$ cat src/rtl/gain_ramp.sv
// gain_ramp: scales CHANNELS signed samples by a shared, slew-limited gain.
// Two-stage pipeline: multiply register, then shift/output register.
module gain_ramp #(
    parameter int WIDTH     = 20,
    parameter int GAIN_W    = 8,
    parameter int CHANNELS  = 2,
    parameter int INIT_GAIN = 0
) (
    input  logic                      clk,
    input  logic                      rst,
    input  logic                      sample_valid,
    input  logic [CHANNELS*WIDTH-1:0] wave_in,
    input  logic [GAIN_W-1:0]         target_gain,
    input  logic [GAIN_W-1:0]         ramp_step,
    input  logic                      mute,
    output logic [CHANNELS*WIDTH-1:0] wave_out,
    output logic                      out_valid,
    output logic [GAIN_W-1:0]         gain_cur,
    output logic                      ramp_busy
);

    localparam int PW = WIDTH + GAIN_W;
    localparam logic [GAIN_W-1:0] UNITY = '1;

    logic [GAIN_W-1:0]         gain_q, gain_d;
    logic [GAIN_W-1:0]         tgt;
    logic                      v1_q, v1_d;
    logic                      v2_q, v2_d;
    logic signed [PW-1:0]      prod_q [CHANNELS];
    logic signed [PW-1:0]      prod_d [CHANNELS];
    logic [CHANNELS*WIDTH-1:0] wave_q, wave_d;
    logic [GAIN_W+1:0]         mult;

    // Effective target: mute forces a fade to zero
    always_comb tgt = mute ? '0 : target_gain;

    // Slew-limited gain update, only on an accepted frame; never overshoots
    always_comb begin
        gain_d = gain_q;
        if (sample_valid) begin
            if (ramp_step == '0 || gain_q == tgt) begin
                gain_d = tgt;
            end else if (gain_q < tgt) begin
                if (ramp_step >= tgt - gain_q) gain_d = tgt;
                else                            gain_d = gain_q + ramp_step;
            end else begin
                if (ramp_step >= gain_q - tgt) gain_d = tgt;
                else                            gain_d = gain_q - ramp_step;
            end
        end
    end

    // Stage 1: per-channel product with the pre-update gain.
    // Unity gain multiplies by 2^GAIN_W so the stage-2 shift returns the input
    // bit-exact; this folds the bypass select into the multiplier operand.
    always_comb begin
        mult = (gain_q == UNITY) ? {2'b01, {GAIN_W{1'b0}}} : {2'b00, gain_q};
        v1_d = sample_valid;
        for (int unsigned k = 0; k < CHANNELS; k++) begin
            prod_d[k] = prod_q[k];
            if (sample_valid)
                prod_d[k] = PW'($signed(wave_in[k*WIDTH +: WIDTH])) * PW'($signed(mult));
        end
    end

    // Stage 2: arithmetic shift back to sample width; output holds between frames
    always_comb begin
        v2_d   = v1_q;
        wave_d = wave_q;
        if (v1_q) begin
            for (int unsigned k = 0; k < CHANNELS; k++)
                wave_d[k*WIDTH +: WIDTH] = WIDTH'(prod_q[k] >>> GAIN_W);
        end
    end

    // State registers; reset discards in-flight frames
    always_ff @(posedge clk or posedge rst) begin
        if (rst) begin
            gain_q <= GAIN_W'(INIT_GAIN);
            v1_q   <= 1'b0;
            v2_q   <= 1'b0;
            wave_q <= '0;
            for (int unsigned k = 0; k < CHANNELS; k++) prod_q[k] <= '0;
        end else begin
            gain_q <= gain_d;
            v1_q   <= v1_d;
            v2_q   <= v2_d;
            wave_q <= wave_d;
            for (int unsigned k = 0; k < CHANNELS; k++) prod_q[k] <= prod_d[k];
        end
    end

    assign wave_out  = wave_q;
    assign out_valid = v2_q;
    assign gain_cur  = gain_q;
    assign ramp_busy = (gain_q != tgt);

endmodule
$ cat config.mk
export PLATFORM = sky130hd
export DESIGN_NAME = gain_ramp
export DESIGN_NICKNAME = d
export VERILOG_FILES = /design/src/rtl/gain_ramp.sv
export SDC_FILE = /design/constraint.sdc
export NUM_CORES = 1
export LEC_CHECK = 0
export ABC_AREA = 0
export BUFFER_PORTS_ARGS = -buffer_cell sky130_fd_sc_hd__buf_4
export CELL_PAD_IN_SITES_DETAIL_PLACEMENT = 2
export CELL_PAD_IN_SITES_GLOBAL_PLACEMENT = 2
export CORE_ASPECT_RATIO = 0.6
export CORE_MARGIN = 8
export CORE_UTILIZATION = 35
export CTS_BUF_LIST = sky130_fd_sc_hd__clkbuf_8
export DETAILED_ROUTE_END_ITERATION = 8
export PLACE_DENSITY = 0.82
export SETUP_SLACK_MARGIN = 0.1
export SYNTH_ARGS = -nofsm -noshare
export SYNTH_HDL_FRONTEND = slang
export SYNTH_SLANG_ARGS = --single-unit
$ cat constraint.sdc
create_clock -name clk -period 12.2 [get_ports clk]
set_input_delay 2.44 -clock clk [delete_from_list [all_inputs] [get_ports clk]]
set_output_delay 2.44 -clock clk [all_outputs]
set_load 0.01 [all_outputs]
* Yosys cells after proc, flatten, opt, wreduce, memory -nomap -nowiden
Index checks and enable logic that the tools add are counted.
** Word-level totals
- Bits in registers :: 106
- Input port bits :: 60
- Word-level logic and storage cells :: 26
** Operators by class
- Add/sub/neg operators :: 4
- $mul :: 2
- Magnitude comparators :: 3
- Equality and inequality tests :: 3
- Mux-type cells :: 6
- Reductions and logical operators :: 2
** Operator list (number)
- multiplier 20 x 10 -> 28 bit :: 2
- two-way mux 8 bit :: 5
- subtractor 8 bit :: 3
- greater-or-equal comparator 8 bit :: 2
- two-way mux 9 bit :: 1
- adder 8 bit :: 1
- == test 8 bit :: 1
- == test 8 bit, second input constant :: 1
- zero test 8 bit :: 1
- < comparator 8 bit :: 1
- != test 8 bit :: 1
- logical OR 1 bit :: 1

* Depth between registers and ports, before layout
Gate-level depths: netlist of the first run.
- Depth after elaboration :: 6
- Depth in mapped cells :: 26

* Least setup slack after synthesis of the first run
Ideal clock, no wire load.
- Path type :: in2reg
- Start point :: in wave_in[36]
- End point :: reg prod_q[24] (netlist name)
- Library setup time :: 0.120 ns
- Arrival :: 7.393 ns
- Data required time :: 12.080 ns
- Slack :: 4.687 ns
- Stages :: 18
- Cells stage by stage :: buf_1 -> nand2_1 -> fa_1 -> inv_1 -> fa_1 -> fa_1 -> fa_1 -> inv_1 -> fa_1 -> inv_1 -> ha_1 -> a21oi_1 -> nand2_1 -> a221o_1 -> a2111oi_4 -> nor3_4 -> or4_1 -> a31o_1
** On the way
- Word-level cells in the longest chain between the ends :: 1
** RTL lines
- start: declaration :: RTL line 12 : input logic [CHANNELS*WIDTH-1:0] wave_in,
- multiplier 20 x 10 -> 28 bit :: RTL line 62 : prod_d[k] = PW'($signed(wave_in[k*WIDTH +: WIDTH])) * PW'($signed(mult));
- end: declaration :: RTL line 29 : logic signed [PW-1:0] prod_q [CHANNELS];
No other way between the ends.
A chain may end at the register's enable or synchronous reset.

* Worst setup path in the final report of the first run
- Start point :: reg gain_q[2] (netlist: gain_cur[2])
- End point :: reg prod_q[55] (netlist name)
** On the way
- Word-level cells in the longest chain between the ends :: 3
** RTL lines
- start: declaration :: RTL line 25 : logic [GAIN_W-1:0] gain_q, gain_d;
- start signal: assignment :: RTL line 79 : gain_q <= GAIN_W'(INIT_GAIN);
- start signal: assignment :: RTL line 85 : gain_q <= gain_d;
- == test 8 bit :: RTL line 57 : mult = (gain_q == UNITY) ? {2'b01, {GAIN_W{1'b0}}} : {2'b00, gain_q};
- two-way mux 9 bit * :: RTL line 57
- multiplier 20 x 10 -> 28 bit * :: RTL line 62
Mark *: on every way between the ends. The rest lies on a longest branch, timed or not.

==> results of run 1 <==
==> placed cells by master (no fill, tap or decap), drive strengths merged, types with 3 or more instances in the layout <==
cell,n
inv,346
fa,288
nand2,181
and3,168
ha,160
buf,124
dfrtp,90
mux2,69
a21oi,47
xnor2,42
and2,41
nor2,37
o21ai,26
a21o,25
xor2,23
nand3,13
nand2b,13
o21bai,13
clkbuf,9
nor3,8
o31ai,8
a221oi,6
nand4,5
nor2b,5
or3,5
a31oi,4
a31o,4
o211ai,3
a221o,3
o21a,3
o221a,3
a41oi,3
o311ai,3
a311oi,3
or2,3
==> worst min-delay path by stage <==
stage          slack, ns  cells past startpoint          to
5_1_grt             0.51                      1  prod_q[48]
2_1_floorplan       0.41                      0   out_valid
6_report            0.49                      2  prod_q[27]
4_1_cts             0.50                      2  prod_q[27]
3_3_place_gp        0.46                      1  prod_q[48]
3_5_place_dp        0.47                      1  prod_q[48]
==> synth_stat cells (5+ instances only) <==
master	instances
fa_1	288
o21ai_0	17
o21ai_1	7
a21oi_1	47
nand3_1	13
inv_1	342
nor3_1	7
and2_1	41
nor2b_1	5
a221oi_1	6
and3_1	168
dfrtp_1	90
nand2_1	181
or3_1	5
o31ai_1	7
ha_1	160
a21o_1	25
nand2b_1	13
nand4_1	5
nor2_1	36
mux2_2	68
xor2_1	23
xnor2_1	42
clkbuf_1	62
o21bai_1	13
buf_1	8
==> through the flow <==
stage,setup slack [ns],cells,instance area (sq um)
3_5_place_dp,4.060,2435,18150
3_3_place_gp,4.370,2435,18150
2_1_floorplan,4.687,1741,16670
5_1_grt,4.037,2451,18390
6_report,4.383,2451,18390
4_1_cts,4.429,2451,18390
==> cell type report <==
cell class / count / area, sq um
repair buffers: 124 / 930.9
multi-input cells: 1239 / 12880
flip-flops and latches: 90 / 2253
well taps: 640 / 800.8
inverters: 342 / 1286
clock buffers: 9 / 123.9
clock inverters: 7 / 106.4
fillers: 5135 / 29010
==> state kept, by name, summed over array words and instances (netlist names) <==
register   cells
v1_q           1
prod_q        40
out_valid      1
gain_cur       8
wave_out      40
==> kinds of logic after synthesis <==
kind of cell / Yosys count / share of synthesized area [%]
mux: 70 / 4.744
flops: 90 / 13.51
xor+xnor: 65 / 3.415
simple gates: 486 / 14.96
buf+inv: 412 / 9.277
compound gates: 170 / 7.498
fa+ha+maj: 448 / 46.60
==> critical path, delay by kind of cell, from the launching register on <==
kind	cells	cell delay, ns
flip-flops	1	0.60
AO/OA/AOI/OAI	6	1.75
adder cells (fa/ha/maj)	6	2.89
buffers and inverters	7	1.09
AND/OR/NAND/NOR	7	1.33
==> per-layer routing <==
layer | up-vias | global-route usage [%] | wire length (microns)
li1 | 5656 | - | -
met1 | 6853 | 26.78 | 25270
met2 | 244 | 36.60 | 27660
met3 | 103 | 3.396 | 1958
met4 | 2 | 5.565 | 1314
met5 | - | 0 | 20
==> summary.md, run 1 <==
| Metric | Value |
|---|---|
| Status | finished, final reports clean |
| Synthesized Nets | ~2200 |
| Initial DRC Count | 550 |
| Root buffer cell | clkbuf_8 |
| Total CTS buffers | 9 |
| Req. time, crit path | 12.51 ns |
| Hold Path Class | register to register |
| CTS sink cnt | 90 |
| Critical path endpoint category | register |
| Clk_skew | around 0.018 ns |
| Initial antenna violation count | 2 |
| FMAX | 0.1279 GHz |
| Total vias in the final route | 12858 |
| Slew Limit Fails | 0 |
| WL per Instance | 22.94 microns |
| Max transition margin | just under 30% |
| N_diodes | 0 |
| Die ar. | 55100 sq um |
| Vias in the first global route | between 15000 and 20000 |
| Final setup violation count | 0 |
| Global-route wire length before repair | around 90000 microns |
| Post-cts resize count | 0 |
| Post-route setup TNS | 0 ns |
| Post-synth top area cell | fa_1 |
| Clock transition at path regs | 0.11 ns |
| Final core occ | 38.79% |
| Critical Path Start Type | register |
| Crit Path Category | register to register |
| Max-cap viol count | 0 |
| Total GRT Usage | between 20% and 30% |
| Synth warnings | 0 |
| Post-Syn Area | 16670 sq um |
| Routed Antenna Nets | 0 |
| Post-synth top area share | approximately 35% |
| CTS tree | built |
| R2R Path End | prod_q[55] |
| Unrepaired setup endpoints after global routing | no |
| Hold Vio Cnt, Final | 0 |
| Async set-reset flop share out of synthesis | 100.0% |
| Synth area leaders | fa_1, dfrtp_1, ha_1 |
| Routed wire length | approximately 56000 microns |
| Worst path arrival time | 8.13 ns |
| Area delta synth->final | 10.29% |
| Primary FF master, synth | dfrtp_1 |
| Yosys reg bits | 90 |
| Crit path max fanout | 45 |
| Post-DP HPWL | 45390 microns |
| Die X | about 300 microns |
| Tcrit/Tclk final | 64.07% |
| Min-delay src | prod_q[27] |
| Worst Setup SP | gain_cur[2] |
| Critical path's largest stage delay | 0.60 ns |
| Flop2flop setup slack | ~4.4 ns |
| Worst reg2reg path startpoint | gain_cur[2] |
| Detail-routed via count per cell | 5.246 |
| Final min period | 7.817 ns |
| Tightest Pin Transition | 1.054 ns |
| Grt ovf | 0 |
| Slowest-stage cell, CP | dfrtp_1 |
| Drt pass-1 iters | 5 |
| FP Rows | 62 |
| H-Tree Depth | 3 |
| Sequential area share after synthesis | 13.51% |
| Max clock buf depth | 2 |
| Syn Inst Count | 1741 |
| GPL Wtd Cong | 0.8554 |
| Post-synth EDFFs | 0 |
| Layout cells sized above 1 | between 10% and 20% |
| Largest net degree at the start of global routing | 87 |
| Worst hold margin | 0.4939 ns |
| # IOs | 110 |
| Unique masters post-synth | 66 |
| # nets final | around 2300 |
| Die height | ~190 microns |
| I/O Buffers | 109 |
| Initial Util | 35.17% |
| R2R depth | 26 |
| Crit path capture | prod_q[55] |
| Post-CTS Setup Inserts | 0 |
| Worst skew pair latency | 0.42 ns |
| Syn_area_per_cell | 9.575 sq um |
| DRC | 0 |
| Core ar. | 47400 sq um |
| # hold bufs at CTS | 0 |
Power of run 1 is not shown: default switching activity piles up to over one toggle a cycle in this logic, so the estimate is an artifact.
==> run 2: changes to the inputs <==
- clock period: 12.2 -> 7.8 ns (I/O delays scaled with it)
==> run 2 against run 1 <==
Net effect: register-to-register slack got worse by 3.9 ns; hold slack better by 0.0072 ns; critical path depth rose by 1; maximum frequency is 7.2% higher; non-clock buffer count is 9 higher; sequential share of layout area decreased by 0.053 points; first-iteration DRC count down 0.91%; final cell count rose by 0.41%; setup slack worse by 3.9 ns.
==> summary.md, run 2 (synthesized netlist as in run 1, its figures left out) <==
| Metric | Value |
|---|---|
| Max clock buf depth | 2 |
| Post-CTS Setup Inserts | 0 |
| Max-cap viol count | 0 |
| FILL cells | 5180 |
| Layout cells sized above 1 | between 10% and 20% |
| Status | finished, final reports clean |
| Global-route wire length before repair | 89550 microns |
| Slowest-stage cell, CP | fa_1 |
| Req. time, crit path | 8.10 ns |
| Clock transition at path regs | 0.11 ns |
| Worst path arrival time | 7.59 ns |
| Post-route setup TNS | 0 ns |
| Routed wire length | 56020 microns |
| Critical path's largest stage delay | approximately 0.54 ns |
| Hold Vio Cnt, Final | 0 |
| WL per Instance | 22.76 microns |
| # nets final | 2323 |
| Worst skew pair latency | 0.41 ns |
| Die height | 185.0 microns |
| Initial antenna violation count | 0 |
| Post-DP HPWL | around 45000 microns |
| Routed Antenna Nets | 0 |
| DRC | 0 |
| Area delta synth->final | 10.77% |
| CTS tree | built |
| Vias in the first global route | 15590 |
| Drt pass-1 iters | 5 |
| Most frequent cells in the layout | inv_1, fa_1, nand2_1, and3_1, ha_1 |
| Total CTS buffers | 9 |
| Initial DRC Count | 545 |
| Grt ovf | 0 |
| Hold Path Class | register to register |
| Detail-routed via count per cell | 5.219 |
| Die X | 297.7 microns |
| Final min period | 7.292 ns |
| # IOs | 110 |
| FP Rows | 62 |
| Tcrit/Tclk final | 93.48% |
| Crit path max fanout | 29 |
| Die ar. | 55100 sq um |
| Slew Limit Fails | 0 |
| Core ar. | 47400 sq um |
| GPL Wtd Cong | 0.8633 |
| Max transition margin | 19.60% |
| FMAX | approximately 0.14 GHz |
| Largest net degree at the start of global routing | 100 |
| Tightest Pin Transition | ~1.2 ns |
| Unrepaired setup endpoints after global routing | no |
| Commonest non-fill, non-tap cell in the layout | inv_1 |
| Root buffer cell | clkbuf_8 |
| I/O Buffers | 109 |
| Total vias in the final route | 12845 |
| H-Tree Depth | 3 |
| Total GRT Usage | 20.62% |
| Initial Util | 35.17% |
| CTS sink cnt | 90 |
| Crit Path Category | register to register |
| Clk_skew | 0.02540 ns |
| Critical path endpoint category | register |
| Critical Path Start Type | register |
| Final setup violation count | 0 |
==> run 2: worst paths after layout <==
check	from	endpoint	cells past startpoint	slack [ns]
setup reg to reg	gain_cur[2]	prod_q[55]	27	0.51
hold reg to reg	prod_q[48]	prod_q[48]	1	0.50
min in group asynchronous	rst	wave_out[5]	2	1.13
setup / recovery	gain_cur[2]	prod_q[55]	27	0.51
hold / removal	prod_q[48]	prod_q[48]	1	0.50
max in group asynchronous	rst	v1_q	3	5.44
==> run 2: repair_timing <==
| item | 4_1_cts | 5_1_grt |
|---|---|---|
| gates resized for setup | 0 | 1 |
| hold buffers | 0 | 0 |
| setup endpoints to repair | 0 | 1 |
==> run 2: critical path: cells and delay by family, from the launching register on <==
kind            cells  cell delay, ns
simple gates        7            1.07
fa+ha+maj           6            2.84
buf+inv             8            1.12
compound gates      6            1.69
flops               1            0.42
==> run 2: layout make-up <==
type | instances | area (sq um) | share of cell area (%)
multi-input cells | 1239 | 12890 | 69.80
flip-flops and latches | 90 | 2253 | 12.20
inverters | 342 | 1286 | 6.966
repair buffers | 133 | 1011 | 5.475
well taps | 640 | 800.8 | 4.337
clock buffers | 9 | 123.9 | 0.6708
clock inverters | 7 | 98.84 | 0.5353
diodes | 1 | 2.502 | 0.01355
==> run 2: metal layers <==
| metal | global-route usage, % | part of all wire [%] |
|---|---|---|
| met1 | 27.23 | 47 |
| met2 | 36.29 | 49 |
| met3 | 3.116 | 3.1 |
| met4 | 3.529 | 1.3 |
| met5 | 0 | 0 |
==> run 2: through the flow <==
step           utilization [%]  hold WS, ns  cells  worst slack [ns]  cell area (sq um)
2_1_floorplan                -       0.4064   1741             1.166              16670
3_3_place_gp             38.47       0.4776   2444            0.8991              18240
3_5_place_dp             38.47       0.4855   2444            0.4443              18240
4_1_cts                  38.94       0.5096   2460            0.4282              18460
5_1_grt                  38.95       0.5271   2460            0.1456              18460
6_report                 38.96       0.5011   2461            0.5085              18470
Power of run 2 is left out for the same reason.
